<file path="src/rtl/mem_req_if.sv">
// mem_req_if: bundles the cache-side request/response signals and the AXI
// bridge request port used by mem_req_arbiter.
//   slave  modport : the arbiter's view (requests and bridge responses in,
//                    grants, done pulses, read data and bridge request out).
//   master modport : the surrounding caches and bridge (mirror directions).
// Parameter BLOCK_W : cache line width in bits.
interface mem_req_if #(
  parameter int BLOCK_W = 128
);
  // instruction cache
  logic               ic_req;
  logic               ic_blk;
  logic [31:0]        ic_addr;
  logic               ic_gnt;
  logic               ic_done;
  // data cache
  logic               dc_req;
  logic               dc_wr;
  logic               dc_blk;
  logic [31:0]        dc_addr;
  logic [BLOCK_W-1:0] dc_wblock;
  logic [31:0]        dc_wword;
  logic [3:0]         dc_wstrb;
  logic               dc_gnt;
  logic               dc_done;
  // shared read data
  logic [BLOCK_W-1:0] rblock;
  logic [31:0]        rword;
  // bridge
  logic [2:0]         bus_req;
  logic [31:0]        bus_addr;
  logic [BLOCK_W-1:0] bus_wblock;
  logic [31:0]        bus_wword;
  logic [3:0]         bus_wstrb;
  logic               bus_ready;
  logic               bus_finish;
  logic [BLOCK_W-1:0] bus_rblock;
  logic [31:0]        bus_rword;
  // status
  logic               busy;

  modport slave (
    input  ic_req, ic_blk, ic_addr,
    input  dc_req, dc_wr, dc_blk, dc_addr, dc_wblock, dc_wword, dc_wstrb,
    input  bus_ready, bus_finish, bus_rblock, bus_rword,
    output ic_gnt, ic_done, dc_gnt, dc_done, rblock, rword,
    output bus_req, bus_addr, bus_wblock, bus_wword, bus_wstrb, busy
  );

  modport master (
    output ic_req, ic_blk, ic_addr,
    output dc_req, dc_wr, dc_blk, dc_addr, dc_wblock, dc_wword, dc_wstrb,
    output bus_ready, bus_finish, bus_rblock, bus_rword,
    input  ic_gnt, ic_done, dc_gnt, dc_done, rblock, rword,
    input  bus_req, bus_addr, bus_wblock, bus_wword, bus_wstrb, busy
  );
endinterface

</file>
<file path="src/rtl/mem_req_arbiter.sv">
// mem_req_arbiter: arbitrates icache and dcache miss/uncached requests onto
// the single AXI bridge request port, one outstanding transaction at a time.
// Sequence: IDLE (grant + latch) -> ISSUE (drive bus_req until bus_ready)
// -> WAIT (until bus_finish) -> DONE (one-cycle done pulse) -> IDLE.
// Ports:
//   clk  : core clock
//   rst  : asynchronous active-high reset
//   arb  : mem_req_if.slave bundle (cache ports, read data, bridge port, busy)
// Parameters:
//   BLOCK_W    : cache line width (multiple of 32), must match the interface
//   STARVE_LIM : consecutive dcache tie wins allowed while icache waits (1..255)
// Build option:
//   ARB_RR_EN  : when defined, ties are resolved round-robin instead of
//                fixed dcache priority with icache aging.
module mem_req_arbiter #(
  parameter int BLOCK_W    = 128,
  parameter int STARVE_LIM = 8
) (
  input  logic      clk,
  input  logic      rst,
  mem_req_if.slave  arb
);

  localparam logic [1:0] S_IDLE  = 2'd0;
  localparam logic [1:0] S_ISSUE = 2'd1;
  localparam logic [1:0] S_WAIT  = 2'd2;
  localparam logic [1:0] S_DONE  = 2'd3;

  logic [1:0]         state_q, state_d;
  logic               owner_dc_q;
  logic [2:0]         type_q;
  logic [31:0]        addr_q;
  logic [BLOCK_W-1:0] wblock_q;
  logic [31:0]        wword_q;
  logic [3:0]         wstrb_q;
  logic [BLOCK_W-1:0] rblock_q;
  logic [31:0]        rword_q;

  logic idle;
  logic ic_pick;   // icache wins a tie this cycle
  logic ic_win;
  logic dc_win;
  logic capture;

  assign idle = (state_q == S_IDLE);

`ifdef ARB_RR_EN
  // last_ic_q = 1 means icache was granted last; resets to icache so the
  // first tie goes to dcache.
  logic last_ic_q;
  assign ic_pick = !last_ic_q;
`else
  localparam logic [7:0] STARVE_LIM_C = 8'(STARVE_LIM);
  logic [7:0] starve_q;
  assign ic_pick = (starve_q >= STARVE_LIM_C);
`endif

  assign ic_win = idle && arb.ic_req && (!arb.dc_req || ic_pick);
  assign dc_win = idle && arb.dc_req && !ic_win;

  // Read data is taken on the finish beat, including the fast path where
  // ready and finish coincide in ISSUE.
  assign capture = ((state_q == S_ISSUE) && arb.bus_ready && arb.bus_finish) ||
                   ((state_q == S_WAIT) && arb.bus_finish);

  always_comb begin
    state_d = state_q;
    case (state_q)
      S_IDLE:  if (ic_win || dc_win) state_d = S_ISSUE;
      S_ISSUE: if (arb.bus_ready) state_d = arb.bus_finish ? S_DONE : S_WAIT;
      S_WAIT:  if (arb.bus_finish) state_d = S_DONE;
      default: state_d = S_IDLE;
    endcase
  end

  always_ff @(posedge clk or posedge rst) begin
    if (rst) begin
      state_q    <= S_IDLE;
      owner_dc_q <= 1'b0;
      type_q     <= 3'd0;
      addr_q     <= 32'd0;
      wblock_q   <= '0;
      wword_q    <= 32'd0;
      wstrb_q    <= 4'd0;
      rblock_q   <= '0;
      rword_q    <= 32'd0;
    end else begin
      state_q <= state_d;
      if (ic_win) begin
        owner_dc_q <= 1'b0;
        type_q     <= arb.ic_blk ? 3'd2 : 3'd1;
        addr_q     <= arb.ic_addr;
      end else if (dc_win) begin
        owner_dc_q <= 1'b1;
        // {wr,blk}: 00 rd word, 01 rd block, 10 wr word, 11 wr block
        type_q     <= {1'b0, arb.dc_wr, arb.dc_blk} + 3'd1;
        addr_q     <= arb.dc_addr;
        wblock_q   <= arb.dc_wblock;
        wword_q    <= arb.dc_wword;
        wstrb_q    <= arb.dc_wstrb;
      end
      if (capture) begin
        rblock_q <= arb.bus_rblock;
        rword_q  <= arb.bus_rword;
      end
    end
  end

`ifdef ARB_RR_EN
  always_ff @(posedge clk or posedge rst) begin
    if (rst) begin
      last_ic_q <= 1'b1;
    end else if (ic_win) begin
      last_ic_q <= 1'b1;
    end else if (dc_win) begin
      last_ic_q <= 1'b0;
    end
  end
`else
  // Aging: count dcache grants that made icache wait; any icache grant or an
  // IDLE cycle without an icache request restarts the count.
  always_ff @(posedge clk or posedge rst) begin
    if (rst) begin
      starve_q <= 8'd0;
    end else if (ic_win) begin
      starve_q <= 8'd0;
    end else if (dc_win && arb.ic_req) begin
      if (starve_q != 8'hFF) starve_q <= starve_q + 8'd1;
    end else if (idle && !arb.ic_req) begin
      starve_q <= 8'd0;
    end
  end
`endif

  assign arb.ic_gnt     = ic_win;
  assign arb.dc_gnt     = dc_win;
  assign arb.ic_done    = (state_q == S_DONE) && !owner_dc_q;
  assign arb.dc_done    = (state_q == S_DONE) && owner_dc_q;
  assign arb.rblock     = rblock_q;
  assign arb.rword      = rword_q;
  assign arb.bus_req    = (state_q == S_ISSUE) ? type_q : 3'd0;
  assign arb.bus_addr   = addr_q;
  assign arb.bus_wblock = wblock_q;
  assign arb.bus_wword  = wword_q;
  assign arb.bus_wstrb  = wstrb_q;
  assign arb.busy       = !idle;

endmodule

</file>
<file path="src/flat_wrapper.sv">
// flat-port wrapper written by rule: the top's interface ports become plain ports
module mem_req_arbiter_flat 
#(
  parameter int BLOCK_W    = 128,
  parameter int STARVE_LIM = 8
)
  (clk, rst, arb_ic_req, arb_ic_blk, arb_ic_addr, arb_dc_req, arb_dc_wr, arb_dc_blk, arb_dc_addr, arb_dc_wblock, arb_dc_wword, arb_dc_wstrb, arb_bus_ready, arb_bus_finish, arb_bus_rblock, arb_bus_rword, arb_ic_gnt, arb_ic_done, arb_dc_gnt, arb_dc_done, arb_rblock, arb_rword, arb_bus_req, arb_bus_addr, arb_bus_wblock, arb_bus_wword, arb_bus_wstrb, arb_busy);
  mem_req_if #(.BLOCK_W(BLOCK_W)) arb_i ();
  input  logic clk;
  input  logic rst;
  input wire logic [$bits(arb_i.ic_req)-1:0] arb_ic_req;
  input wire logic [$bits(arb_i.ic_blk)-1:0] arb_ic_blk;
  input wire logic [$bits(arb_i.ic_addr)-1:0] arb_ic_addr;
  input wire logic [$bits(arb_i.dc_req)-1:0] arb_dc_req;
  input wire logic [$bits(arb_i.dc_wr)-1:0] arb_dc_wr;
  input wire logic [$bits(arb_i.dc_blk)-1:0] arb_dc_blk;
  input wire logic [$bits(arb_i.dc_addr)-1:0] arb_dc_addr;
  input wire logic [$bits(arb_i.dc_wblock)-1:0] arb_dc_wblock;
  input wire logic [$bits(arb_i.dc_wword)-1:0] arb_dc_wword;
  input wire logic [$bits(arb_i.dc_wstrb)-1:0] arb_dc_wstrb;
  input wire logic [$bits(arb_i.bus_ready)-1:0] arb_bus_ready;
  input wire logic [$bits(arb_i.bus_finish)-1:0] arb_bus_finish;
  input wire logic [$bits(arb_i.bus_rblock)-1:0] arb_bus_rblock;
  input wire logic [$bits(arb_i.bus_rword)-1:0] arb_bus_rword;
  output wire logic [$bits(arb_i.ic_gnt)-1:0] arb_ic_gnt;
  output wire logic [$bits(arb_i.ic_done)-1:0] arb_ic_done;
  output wire logic [$bits(arb_i.dc_gnt)-1:0] arb_dc_gnt;
  output wire logic [$bits(arb_i.dc_done)-1:0] arb_dc_done;
  output wire logic [$bits(arb_i.rblock)-1:0] arb_rblock;
  output wire logic [$bits(arb_i.rword)-1:0] arb_rword;
  output wire logic [$bits(arb_i.bus_req)-1:0] arb_bus_req;
  output wire logic [$bits(arb_i.bus_addr)-1:0] arb_bus_addr;
  output wire logic [$bits(arb_i.bus_wblock)-1:0] arb_bus_wblock;
  output wire logic [$bits(arb_i.bus_wword)-1:0] arb_bus_wword;
  output wire logic [$bits(arb_i.bus_wstrb)-1:0] arb_bus_wstrb;
  output wire logic [$bits(arb_i.busy)-1:0] arb_busy;
  assign arb_i.ic_req = arb_ic_req;
  assign arb_i.ic_blk = arb_ic_blk;
  assign arb_i.ic_addr = arb_ic_addr;
  assign arb_i.dc_req = arb_dc_req;
  assign arb_i.dc_wr = arb_dc_wr;
  assign arb_i.dc_blk = arb_dc_blk;
  assign arb_i.dc_addr = arb_dc_addr;
  assign arb_i.dc_wblock = arb_dc_wblock;
  assign arb_i.dc_wword = arb_dc_wword;
  assign arb_i.dc_wstrb = arb_dc_wstrb;
  assign arb_i.bus_ready = arb_bus_ready;
  assign arb_i.bus_finish = arb_bus_finish;
  assign arb_i.bus_rblock = arb_bus_rblock;
  assign arb_i.bus_rword = arb_bus_rword;
  assign arb_ic_gnt = arb_i.ic_gnt;
  assign arb_ic_done = arb_i.ic_done;
  assign arb_dc_gnt = arb_i.dc_gnt;
  assign arb_dc_done = arb_i.dc_done;
  assign arb_rblock = arb_i.rblock;
  assign arb_rword = arb_i.rword;
  assign arb_bus_req = arb_i.bus_req;
  assign arb_bus_addr = arb_i.bus_addr;
  assign arb_bus_wblock = arb_i.bus_wblock;
  assign arb_bus_wword = arb_i.bus_wword;
  assign arb_bus_wstrb = arb_i.bus_wstrb;
  assign arb_busy = arb_i.busy;
  mem_req_arbiter #(.BLOCK_W(BLOCK_W), .STARVE_LIM(STARVE_LIM)) u_core (.clk(clk), .rst(rst), .arb(arb_i));
endmodule
</file>
<file path="config.mk">
export PLATFORM = sky130hd
export DESIGN_NAME = mem_req_arbiter_flat
export DESIGN_NICKNAME = d
export VERILOG_FILES = /design/src/rtl/mem_req_if.sv /design/src/rtl/mem_req_arbiter.sv /design/src/flat_wrapper.sv
export SDC_FILE = /design/constraint.sdc
export NUM_CORES = 1
export LEC_CHECK = 0
export ABC_CLOCK_PERIOD_IN_PS = 19300
export BUFFER_PORTS_ARGS = -buffer_cell sky130_fd_sc_hd__buf_2
export CAP_MARGIN = 0
export CORE_AREA = 2 2 297 299
export CTS_CLUSTER_SIZE = 10
export DETAILED_ROUTE_END_ITERATION = 16
export DIE_AREA = 0 0 299 301
export SLEW_MARGIN = 20
export SYNTH_ARGS = -nofsm -noshare
export SYNTH_HDL_FRONTEND = slang
export SYNTH_SLANG_ARGS = --single-unit
</file>
<file path="constraint.sdc">
create_clock -name clk -period 19.3 [get_ports clk]
set_input_delay 0.965 -clock clk [delete_from_list [all_inputs] [get_ports clk]]
set_output_delay 0.965 -clock clk [all_outputs]
set_load 0.02 [all_outputs]
</file>
==> results.tsv, run 1 <==
stage	metric	value	unit
run_status	outcome	finished, final reports clean	
critical_path	end of the critical path	u_core.arb.bus_wblock[55]	
power	PwrDens	188	nW/um^2
clock_network	Hold-fix buffers, CTS	0	
timing	Max Slew Vio Count	0	
yosys	Post-Syn Area	15100	sq um
die	core area	86500	sq um
critical_path	critical path peak fanout	64	
layout	Area Overhead vs Synth	40.9	%
clock_network	Clock Sinks	370	
place	placed wire-length estimate	32700	um
drt	DR iter-0 viols	427	
clock_network	clk_lat worst skew	0.56	ns
timing	minimum clock period	4.22	ns
timing	Tightest Pin Transition	1.01	ns
timing	setup TNS	0	ns
critical_path	CP arrival	4.66	ns
timing	Relative slew margins	32.8	%
grt	met3 GRT Util	3.34	%
layout	most frequent cells in the layout	760 x buf_2, 370 x dfrtp_1, 244 x mux2_2	
yosys	#FFs+latches synth	370	
grt	GRT Total Usage	9.14	%
die	Ports	761	
layout	commonest non-fill, non-tap cell in the layout	buf_2	
timing	final worst-path cycle share	21.8	%
critical_path	crit end category	register	
place	dpl cell area	20000	sq um
drt	Via Count	10151	
timing	unrepaired setup endpoints after global routing	false	
critical_path	Req. time, crit path	19.74	ns
die	die area	90000	sq um
drt	WL/cell	15.6	um
clock_network	CTS tree	built	
timing	final hold slack	0.486	ns
drt	DRC	0	
grt	largest net degree at the start of global routing	147	
clock_network	htree depth	2	
clock_network	Reg clk slew, reported paths	0.06	ns
timing	setup violators final	0	
clock_network	Post CTS Setup Buffer Count	0	
power	Lkg Pwr	10.4	nW
timing	fmax	237	MHz
layout	final instance area	21300	sq um
die	Die Wd	299	um
timing	final hold viol count	0	
clock_network	clock tree root driver cell	clkbuf_16	
layout	Final nets	2051	
run	number of max-cap violations	0	
critical_path	reg2reg start	u_core.state_q[0]	
power	worst vdd ir	88.3	uV
yosys	Yosys cell types	39	
grt	vias in the first global route	10739	
place	Buffers on Ports	760	
clock_network	Num CTS Buffers	45	
grt	global-route wire length before repair	64100	um
layout	share of layout cells above drive strength 1	73.3	%
critical_path	Worst R2R Path Depth	8	
clock_network	largest buffer count on any clock path	3	
yosys	Ys Warns	0	
drt	drt total wl	44000	um
grt	met2 GRT Util	16.4	%
critical_path	RR Endpoint	u_core.arb.bus_wblock[55]	
yosys	register area share after synthesis	61.4	%
yosys	Post-Syn Instances	873	
worst_hold_path	HP Class	primary input to asynchronous set/reset pin	
grt	global route hottest layer	met2	
die	row count	108	
die	starting density of the core	17.4	%
grt	Remaining Overflow, GRT	0	
timing	Layout Skew	0.0123	ns
place	Final Wtd Congestion	0.797	
grt	initial antenna violation count	5	
critical_path	r2r setup slk	15.08	ns
grt	M1 GR Usage	9.87	%
yosys	syn_area_per_cell	17.3	sq um
drt	Pre-antenna DRT Iters	4	
yosys	Mapped Nets	1278	
drt	antenna viol nets, final	0	
die	die span in y	301	um
drt	drt via density	3.60	
critical_path	kind of critical path	register to register	
critical_path	CP startpoint	u_core.state_q[0]	
clock_network	CTS-repair resized insts	0	
critical_path	CP Launch Type	register	
-- cells by family after synthesis --
| group | share of synthesized area [%] |
|---|---|
| DFF | 61.4 |
| AOI/OAI and AO/OA | 1.12 |
| and+or+nand+nor | 1.30 |
| buffers and inverters | 3.23 |
| adders and majority gates | 0.663 |
| muxes | 32.3 |
| xor gates and xnor gates | 0.0580 |
-- final cells by class --
type,count,area [sq um]
multi-input combinational,448,5350
tap,1155,1450
fill,9127,65200
clock buffer,58,1230
timing repair buffer,768,3880
clock inverter,5,35.0
inverter,13,63.8
sequential,370,9260
antenna,1,2.50
-- layer usage --
layer	vias to the layer above	routed length, um
met5	-	12
met1	4980	16200
met2	474	22500
met4	2	1250
li1	4620	-
met3	75	3990
-- synth_stat cells --
cell type | instances | area share [%]
and2_1 | 5 | 0.21
nor2_1 | 5 | 0.12
nor2b_1 | 1 | 0.041
a21oi_1 | 3 | 0.099
ha_1 | 8 | 0.66
nand2_2 | 1 | 0.041
mux2i_1 | 2 | 0.13
a22o_1 | 1 | 0.058
nand3_1 | 1 | 0.033
mux2_2 | 244 | 18
xor2_1 | 1 | 0.058
mux2_4 | 140 | 14
dfrtp_1 | 370 | 61
buf_8 | 4 | 0.40
nand4_1 | 2 | 0.083
and4_1 | 1 | 0.058
a222oi_1 | 1 | 0.066
inv_4 | 1 | 0.041
nand2b_1 | 4 | 0.17
and3b_1 | 2 | 0.12
buf_2 | 20 | 0.66
or3_1 | 2 | 0.083
o211a_1 | 1 | 0.066
o21ai_0 | 3 | 0.099
a21o_1 | 2 | 0.099
inv_1 | 12 | 0.30
and2b_1 | 1 | 0.050
a21oi_4 | 1 | 0.11
a31oi_1 | 2 | 0.083
buf_12 | 11 | 1.5
nor4_4 | 1 | 0.14
a211oi_1 | 1 | 0.050
o221a_2 | 4 | 0.30
o22ai_1 | 1 | 0.041
o21a_1 | 1 | 0.050
buf_4 | 6 | 0.30
buf_6 | 1 | 0.075
nand2_1 | 5 | 0.12
nor3_1 | 1 | 0.033
-- registers in the layout, summed over array words and instances (netlist names) --
register and flops:
u_core.type_q 3, u_core.starve_q 8, u_core.arb.rblock 128, u_core.arb.bus_wword 32, u_core.owner_dc_q 1, u_core.arb.bus_addr 32
u_core.arb.bus_wblock 128, u_core.arb.rword 32, u_core.state_q 2, u_core.arb.bus_wstrb 4
-- through the flow --
step                      util [%]  power [mW]  worst slack (ns)  instances
final                         24.6        3.99             15.08       2818
after global routing          24.6        4.22             14.81       2818
after global placement        23.1        3.24             14.97       2754
after detailed placement      23.1        3.27             14.93       2754
after floorplan                  -        2.67              8.06        873
after CTS                     24.6        4.06             15.03       2817
-- power by group --
part,switching (mW),internal [mW],total (mW)
clock network,0.317,0.441,0.759
registers,0.201,1.17,1.37
logic,1.00,0.855,1.86
total,1.52,2.47,3.99
-- worst min path at each step --
| stage | startpoint | end | slack [ns] | cells past startpoint |
|---|---|---|---|---|
| after floorplan | u_core.type_q[2] | u_core.type_q[2] | 0.46 | 1 |
| after global placement | u_core.type_q[2] | u_core.type_q[2] | 0.48 | 1 |
| after detailed placement | u_core.type_q[2] | u_core.type_q[2] | 0.48 | 1 |
| after CTS | u_core.arb.rblock[38] | u_core.arb.rblock[38] | 0.50 | 1 |
| after global routing | u_core.arb.rblock[67] | u_core.arb.rblock[67] | 0.50 | 1 |
| final | rst | u_core.arb.rword[19] | 0.49 | 2 |
-- critical path, cell delays in order, from the launching register on --
cell     delay (ns)
dfrtp_1        0.42
inv_1          0.10
ha_1           0.45
and3b_1        0.28
a21oi_4        0.11
inv_8          0.50
buf_4          0.88
buf_4          0.84
mux2_4         0.35
No activity file was read; power rests on OpenSTA's default activity.
==> run 2, diff against run 1 <==
ABC_CLOCK_PERIOD_IN_PS = 3500   (was 19300)
CORE_AREA = 2 2 299 301   (was 2 2 297 299)
DIE_AREA = 0 0 301 303   (was 0 0 299 301)
clock period = 3.5 ns   (was 19.3 ns; I/O delays follow)
==> results.tsv, run 2 (synthesized netlist as in run 1, its figures left out) <==
stage	metric	value	unit	change
run_status	outcome	finished, final reports clean		unchanged
clock_network	CTS-repair resized insts	0		unchanged
critical_path	RR Endpoint	u_core.arb.bus_addr[30]		was u_core.arb.bus_wblock[55]
critical_path	Largest delay share family, worst path	buffers and inverters		unchanged
run	number of max-cap violations	0		unchanged
timing	unrepaired setup endpoints after global routing	false		unchanged
clock_network	Num CTS Buffers	45		unchanged
critical_path	critical path peak fanout	41		was 64
critical_path	r2r setup slk	0.66	ns	was 15.08 ns
drt	antenna viol nets, final	0		unchanged
timing	final hold viol count	0		unchanged
layout	most frequent cells in the layout	760 x buf_2, 394 x dlygate4sd3_1, 370 x dfrtp_1		was 760 x buf_2, 370 x dfrtp_1, 244 x mux2_2
place	Buffers on Ports	760		unchanged
layout	share of layout cells above drive strength 1	59.6	%	was 73.3%
drt	DRC	0		unchanged
layout	Final nets	2466		was 2051
critical_path	crit end category	primary output		was register
critical_path	Req. time, crit path	3.32	ns	was 19.74 ns
clock_network	clk_lat worst skew	0.57	ns	was 0.56 ns
clock_network	largest buffer count on any clock path	3		unchanged
layout	ANT cells	0		was 1
timing	final hold slack	0.0867	ns	was 0.486 ns
critical_path	CP cell instances	inv_1, ha_1, and3b_1, a21oi_4, inv_8, buf_12, buf_2		was inv_1, ha_1, and3b_1, a21oi_4, inv_8, buf_4, buf_4, mux2_4
layout	Final Util	28.9	%	was 24.6%
die	row count	109		was 108
timing	Max Slew Vio Count	0		unchanged
timing	Tightest Pin Transition	0.937	ns	was 1.01 ns
drt	drt via density	3.68		was 3.60
grt	initial antenna violation count	2		was 5
drt	drt total wl	49300	um	was 44000 um
layout	Area Overhead vs Synth	68.4	%	was 40.9%
critical_path	Critical path buffers and inverters	4		unchanged
critical_path	critical path's largest stage delay	0.42	ns	was 0.88 ns
grt	vias in the first global route	13126		was 10739
worst_hold_path	Hold Path Origin	arb_bus_finish		
timing	minimum clock period	2.91	ns	
grt	Remaining Overflow, GRT	0		unchanged
die	core area	88000	sq um	was 86500 sq um
grt	largest net degree at the start of global routing	93		was 147
clock_network	htree depth	2		unchanged
grt	global-route wire length before repair	72900	um	was 64100 um
timing	setup violators final	0		unchanged
timing	fmax	344	MHz	
timing	Layout Skew	0.0151	ns	was 0.0123 ns
critical_path	Slowest cell on crit path	dfrtp_1		was buf_4
place	placed wire-length estimate	33700	um	was 32700 um
worst_hold_path	HP Class	primary input to register		was primary input to asynchronous set/reset pin
power	Lkg Pwr	12.1	nW	was 10.4 nW
critical_path	kind of critical path	register to primary output		was register to register
place	Final Wtd Congestion	0.774		was 0.797
critical_path	Worst R2R Path Depth	7		was 8
drt	Pre-antenna DRT Iters	4		unchanged
die	die span in y	303	um	was 301 um
drt	Via Count	11908		was 10151
power	worst vdd ir	522	uV	was 88.3 uV
die	starting density of the core	17.2	%	was 17.4%
die	Die Wd	301	um	was 299 um
clock_network	clock tree root driver cell	clkbuf_16		unchanged
timing	Relative slew margins	37.5	%	was 32.8%
drt	DR iter-0 viols	474		was 427
power	total power	23.0	mW	was 3.99 mW
critical_path	CP arrival	2.73	ns	was 4.66 ns
clock_network	CTS tree	built		unchanged
clock_network	Clock Sinks	370		unchanged
clock_network	Reg clk slew, reported paths	0.06	ns	about the same
drt	WL/cell	15.2	um	was 15.6 um
worst_hold_path	Worst Hold Depth	4		
worst_hold_path	Hold Crit Endpoint	u_core.state_q[0]		
critical_path	reg2reg start	u_core.state_q[0]		unchanged
grt	GRT Total Usage	10.1	%	was 9.14%
power	PwrDens	904	nW/um^2	was 188 nW/um^2
timing	final worst-path cycle share	83.0	%	
die	die area	91200	sq um	was 90000 sq um
critical_path	CP Launch Type	register		unchanged
die	Ports	761		unchanged
layout	commonest non-fill, non-tap cell in the layout	buf_2		unchanged
==> run 2: routing by layer <==
metal,up-vias,track usage [%],part of all wire [%]
li1,5447,-,-
met1,5803,11.2,38
met2,522,17.6,50
met3,134,2.40,6.9
met4,2,5.86,4.8
met5,-,0,0.024
==> run 2: area by class of cell <==
type                    count  area, sq um
well taps                1165         1460
flip-flops and latches    370         9260
fillers                  8815        62600
repair buffers           1183         8040
clock buffers              59         1230
inverters                  13         60.1
multi-input cells         448         5350
clock inverters             2         13.8
==> run 2: worst register-to-register path, stage by stage, from the launching register on <==
cell	delay, ns
dfrtp_1	0.42
inv_1	0.09
ha_1	0.24
buf_4	0.19
nand2_2	0.52
mux2_2	0.41
mux2_2	0.27
dlygate4sd3_1	0.58
==> run 2: worst max path at each step <==
stage                       from                        end  slack (ns)  cells after the start
2_1_floorplan                rst     u_core.arb.bus_addr[0]       -1.64                      1
3_3_place_gp   u_core.state_q[0]  u_core.arb.bus_wblock[94]        1.01                      7
3_5_place_dp   u_core.state_q[0]  u_core.arb.bus_wblock[93]        0.97                      7
4_1_cts        u_core.state_q[0]                 arb_dc_gnt        0.54                      7
5_1_grt        u_core.state_q[1]                 arb_dc_gnt        0.46                      7
6_report       u_core.state_q[0]                 arb_dc_gnt        0.59                      7
==> run 2: what timing repair did <==
action                                 in CTS  in global routing
endpoints found under the hold margin     371                  0
hold buffers                              394                  0
buffers inserted                            0                  0
==> run 2: power breakdown <==
group | switching (mW) | total (mW) | internal [mW]
Combinational | 5.76 | 11.1 | 5.35
Sequential | 1.23 | 7.71 | 6.48
Clock | 1.74 | 4.15 | 2.41
Total | 8.73 | 23.0 | 14.2
==> run 2: stage by stage <==
step	setup TNS [ns]	area (sq um)	std cells	worst slack, ns
final	0	25400	3240	0.594
after detailed placement	0	20200	2785	0.973
after floorplan	-607.23	15100	873	-1.64
after CTS	0	25400	3240	0.538
after global placement	0	20200	2785	1.01
after global routing	0	25400	3240	0.457
